`config.mk`:
```
export PLATFORM = sky130hd
export DESIGN_NAME = pipe_skid
export DESIGN_NICKNAME = d
export VERILOG_FILES = /design/src/rtl/pipe_skid_pkg.sv /design/src/rtl/pipe_skid_entry.sv /design/src/rtl/pipe_skid.sv
export SDC_FILE = /design/constraint.sdc
export NUM_CORES = 1
export LEC_CHECK = 0
export ABC_AREA = 1
export BUFFER_PORTS_ARGS = -buffer_cell sky130_fd_sc_hd__buf_2
export CORE_MARGIN = 1.5
export CORE_UTILIZATION = 30
export DETAILED_ROUTE_END_ITERATION = 10
export GPL_TIMING_DRIVEN = 0
export HOLD_SLACK_MARGIN = 0.12
export PLACE_DENSITY = 0.62
export SYNTH_ARGS = -nofsm -noshare
export SYNTH_HDL_FRONTEND = slang
export SYNTH_SLANG_ARGS = --single-unit
```
`constraint.sdc`:
```
create_clock -name clk -period 4.7 [get_ports clk]
set_clock_uncertainty 0.05 [all_clocks]
set_input_delay 0.47 -clock clk [delete_from_list [all_inputs] [get_ports clk]]
set_output_delay 0.47 -clock clk [all_outputs]
set_load 0.01 [all_outputs]
```
`src/rtl/pipe_skid_pkg.sv`:
```
// Shared definitions for the pipe_skid two-entry skid buffer: state encodings,
// reset polarity and the state-to-occupancy mapping.
package pipe_skid_pkg;

  localparam logic RST_ACTIVE = 1'b1;

  typedef enum logic [1:0] {
    ST_EMPTY = 2'd0,
    ST_BUSY  = 2'd1,
    ST_FULL  = 2'd2
  } skid_state_e;

  function automatic logic [1:0] occ_of(input skid_state_e st);
    logic [1:0] n;
    n = 2'd0;
    case (st)
      ST_EMPTY: n = 2'd0;
      ST_BUSY:  n = 2'd1;
      ST_FULL:  n = 2'd2;
      default:  n = 2'd0;
    endcase
    return n;
  endfunction

endpackage

```
`src/rtl/pipe_skid_entry.sv`:
```
// skid_entry: one payload register of the skid buffer; written only on its
// write enable and intentionally not reset (contents are don't-care when invalid).
module skid_entry
  import pipe_skid_pkg::*;
#(
  parameter int DATA_WIDTH = 32
) (
  input  logic                  clk,
  input  logic                  we,
  input  logic [DATA_WIDTH-1:0] d,
  output logic [DATA_WIDTH-1:0] q
);

  logic [DATA_WIDTH-1:0] data_d;
  logic [DATA_WIDTH-1:0] data_q;

  always_comb begin
    data_d = data_q;
    if (we) data_d = d;
  end

  always_ff @(posedge clk) begin
    data_q <= data_d;
  end

  assign q = data_q;

endmodule

```
`src/rtl/pipe_skid.sv`:
```
// pipe_skid: two-entry valid/ready skid buffer with pin_ready and pout_valid
// both driven from flops. Optional flush port under PIPE_SKID_FLUSH_EN.
module pipe_skid
  import pipe_skid_pkg::*;
#(
  parameter int DATA_WIDTH = 32
) (
  input  logic                  clk,
  input  logic                  rst,
  input  logic                  pin_valid,
  input  logic [DATA_WIDTH-1:0] pin_data,
  output logic                  pin_ready,
  output logic                  pout_valid,
  output logic [DATA_WIDTH-1:0] pout_data,
  input  logic                  pout_ready,
`ifdef PIPE_SKID_FLUSH_EN
  input  logic                  flush,
`endif
  output logic [1:0]            occ
);

  skid_state_e state_d, state_q;
  logic        pin_ready_d, pin_ready_q;
  logic        pout_valid_d, pout_valid_q;

  logic        up_xfer;
  logic        dn_xfer;
  logic        main_we;
  logic        skid_we;
  logic        main_from_skid;
  logic        flush_req;

  logic [DATA_WIDTH-1:0] main_in;
  logic [DATA_WIDTH-1:0] main_q;
  logic [DATA_WIDTH-1:0] skid_q;

`ifdef PIPE_SKID_FLUSH_EN
  assign flush_req = flush;
`else
  assign flush_req = 1'b0;
`endif

  assign up_xfer = pin_valid & pin_ready_q;
  assign dn_xfer = pout_valid_q & pout_ready;

  always_comb begin
    state_d        = state_q;
    main_we        = 1'b0;
    skid_we        = 1'b0;
    main_from_skid = 1'b0;

    case (state_q)
      ST_EMPTY: begin
        if (up_xfer) begin
          main_we = 1'b1;
          state_d = ST_BUSY;
        end
      end
      ST_BUSY: begin
        if (up_xfer && dn_xfer) begin
          main_we = 1'b1;
        end else if (up_xfer) begin
          skid_we = 1'b1;
          state_d = ST_FULL;
        end else if (dn_xfer) begin
          state_d = ST_EMPTY;
        end
      end
      ST_FULL: begin
        // pin_ready is low here, so only the downstream side can move.
        if (dn_xfer) begin
          main_we        = 1'b1;
          main_from_skid = 1'b1;
          state_d        = ST_BUSY;
        end
      end
      default: begin
        state_d = ST_EMPTY;
      end
    endcase

    // Flush drops everything in flight; upstream still sees its handshake.
    if (flush_req) begin
      state_d = ST_EMPTY;
      main_we = 1'b0;
      skid_we = 1'b0;
    end

    pin_ready_d  = (state_d != ST_FULL);
    pout_valid_d = (state_d != ST_EMPTY);
  end

  always_ff @(posedge clk) begin
    if (rst == RST_ACTIVE) begin
      state_q      <= ST_EMPTY;
      pin_ready_q  <= 1'b1;
      pout_valid_q <= 1'b0;
    end else begin
      state_q      <= state_d;
      pin_ready_q  <= pin_ready_d;
      pout_valid_q <= pout_valid_d;
    end
  end

  assign main_in = main_from_skid ? skid_q : pin_data;

  skid_entry #(
    .DATA_WIDTH(DATA_WIDTH)
  ) u_main (
    .clk (clk),
    .we  (main_we),
    .d   (main_in),
    .q   (main_q)
  );

  skid_entry #(
    .DATA_WIDTH(DATA_WIDTH)
  ) u_skid (
    .clk (clk),
    .we  (skid_we),
    .d   (pin_data),
    .q   (skid_q)
  );

  assign pin_ready  = pin_ready_q;
  assign pout_valid = pout_valid_q;
  assign pout_data  = main_q & {DATA_WIDTH{pout_valid_q}};
  assign occ        = occ_of(state_q);

endmodule

```
==> flow_summary.json <==
{
  "path_buf_inv": 4,
  "drv_cap": 0,
  "start_kind": "register",
  "core-area_mm2": 0.00968,
  "area_delta_synth_final_pct": 26.5,
  "p_clk_share_pct": 34.8,
  "netlist_area_mm2": 0.00298,
  "io-pin-count": 72,
  "postRouteAntennaNets": 0,
  "setup_slack_ns": 2.56,
  "cp_top_family": "buffers and inverters",
  "ir_worst_vdd_mv": 0.143,
  "combPwrFrac_pct": 14.7,
  "max_stage_delay_ns": 0.42,
  "dpl_cell_area_mm2": 0.00356,
  "crit_arrival_ns": 1.62,
  "io_buffers": 71,
  "period_share_pct": 45.6,
  "place_worst_setup_slack_ns": 2.47,
  "status": "complete, no violations",
  "num_vias": 1969,
  "fill_cells": 943,
  "final_cells": 487,
  "cp_max_fo": 10,
  "wl_um": 5910,
  "synthCells": 265,
  "worst_slew_pin_slew_ns": 1.00,
  "synth_top_cell_by_area": "edfxtp_1",
  "switchingPower_uw": 373,
  "gr-total-overflow": 0,
  "power.leakage_uw": 0.00193,
  "switching_share_pct": 25.3,
  "start_util_pct": 30.7,
  "grt_usage_pct": 12.3,
  "cts_buffers": 9,
  "synth_cell_types": 16,
  "most-common-layout-cells": "nand2_1, buf_2, inv_1",
  "slew_headroom_pct": 33.0,
  "grt_pass1_wl_um": 9450,
  "syn_nets": 301,
  "seq_area_mm2": 0.00200,
  "grt_max_degree": 19,
  "layout_commonest_cell": "nand2_1",
  "rsz0062_at_grt": "false",
  "syn_avg_cell_area_um2": 11.2,
  "fin_nets": 386,
  "fp.dieW_um": 103,
  "rows": 36,
  "clock_path_buffers": 2,
  "crit_path_frequent_cell": "buf_2",
  "finalSetupViolCount": 0,
  "antenna_cells": 0,
  "yosysSeqAreaShare_pct": 67.3,
  "synth_top_area_share_pct": 64.6,
  "die_h_um": 103,
  "die_area_mm2": 0.0105,
  "clkTransAtPathRegs_ns": 0.08,
  "gp_congestion": 0.726,
  "root_buffer": "clkbuf_8",
  "crit_path_end_kind": "output pin",
  "wl_per_cell_um": 12.1,
  "power_frac_seq_pct": 50.4,
  "fin_crit_ns": 2.14,
  "worstSkewPairLatency_ns": 0.35,
  "clock-sinks": 68,
  "synth_seq_cells": 68,
  "synth.area.top_cells": "edfxtp_1, o21ai_2, nand2_1, inv_1, dfxtp_1",
  "p_per_area_mw_per_mm2": 392,
  "dp_hpwl_um": 4270,
  "first_iter_violations": 45,
  "hold_path_class": "input port to register",
  "cts_tree": "yes",
  "cpMaxStageDelayCell": "buf_1",
  "intPower_uw": 1100,
  "total_power_uw": 1480,
  "post_cts_buffers": 0,
  "fin_setup_tns_ns": 0,
  "crit_chain": "buf_2 > buf_1 > nand2_1 > inv_1 > buf_2",
  "drv_slew": 0,
  "hold_buffers": 0,
  "yosysWarnings": 0,
  "htreeDepth": 3,
  "fin_area_mm2": 0.00377,
  "fmax_mhz": 467,
  "worstPathRequired_ns": 4.18,
  "first_pass_iters": 4,
  "route.detailed.drc": 0,
  "antenna_found_initial": 0,
  "viasPerCell": 4.04,
  "dp.cells": 472,
  "worstSetupPathType": "register to output pin",
  "cts_resized": 0,
  "drive_above_1_share_pct": 37.3,
  "hold_viol": 0,
  "multi_input_area_um2": 633,
  "grt_pass1_vias": 2008
}
Yosys cell counts:
library cell,n
a21oi_1,1
buf_1,3
buf_2,1
buf_6,6
dfxtp_1,4
edfxtp_1,64
inv_1,71
inv_2,1
nand2_1,73
nand3_1,3
nand3_4,1
nor2_1,2
nor2_4,1
nor3_1,1
o21ai_0,1
o21ai_2,32
power groups by stage:
stage,Clock (uW),Sequential (uW),Combinational (uW)
4_1_cts,531,745,224
3_3_place_gp,0,762,201
3_5_place_dp,0,758,223
6_report,514,745,218
2_1_floorplan,0,759,119
5_1_grt,558,749,247
flip-flops by register name, indices dropped and copies added, names as in the netlist:
register    count
state_q         2
pout_valid      1
pin_ready       1
u_skid.q       32
u_main.q       32
cell type report:
| type | count | share of cell area [%] |
|---|---|---|
| multi-input combinational | 115 | 16.8 |
| clock inverter | 5 | 2.06 |
| tap | 133 | 4.42 |
| inverter | 72 | 7.18 |
| sequential | 68 | 53.2 |
| clock buffer | 10 | 3.39 |
| timing repair buffer | 74 | 10.8 |
| buffer | 10 | 2.23 |
worst paths after layout:
check	from	endpoint	slack, ns	depth (start not counted)
min reg2reg	u_skid.q[4]	u_main.q[4]	0.52	2
max	pout_valid	pout_data[23]	2.56	5
min	pin_data[18]	u_skid.q[18]	0.26	1
max reg2reg	pout_valid	u_skid.q[10]	2.59	5
metal layers:
layer | GRT usage (%) | wire (um) | vias up | part of all wire [%]
li1 | - | - | 994 | -
met3 | 3.86 | 287 | 11 | 4.9
met5 | 0 | 0 | - | 0
met1 | 13.9 | 2620 | 916 | 44
met4 | 6.64 | 121 | 0 | 2.0
met2 | 20.8 | 2880 | 48 | 49
cells by family (layout without fill, tap and decap cells):
logic type	after synthesis	count (layout)	share of synthesized area, %
AOI/OAI and AO/OA	34	34	9.75
DFF	68	68	67.3
buffers and inverters	82	171	11.9
and+or+nand+nor	81	81	11.1
metrics by stage:
step / hold slack [ns] / utilization, %
CTS: 0.240 / 38.9
global placement: 0.503 / 36.1
finish: 0.261 / 38.9
global route: 0.239 / 38.9
floorplan: 0.499 / -
detailed placement: 0.512 / 36.8
(Power assumes the default switching activity.)
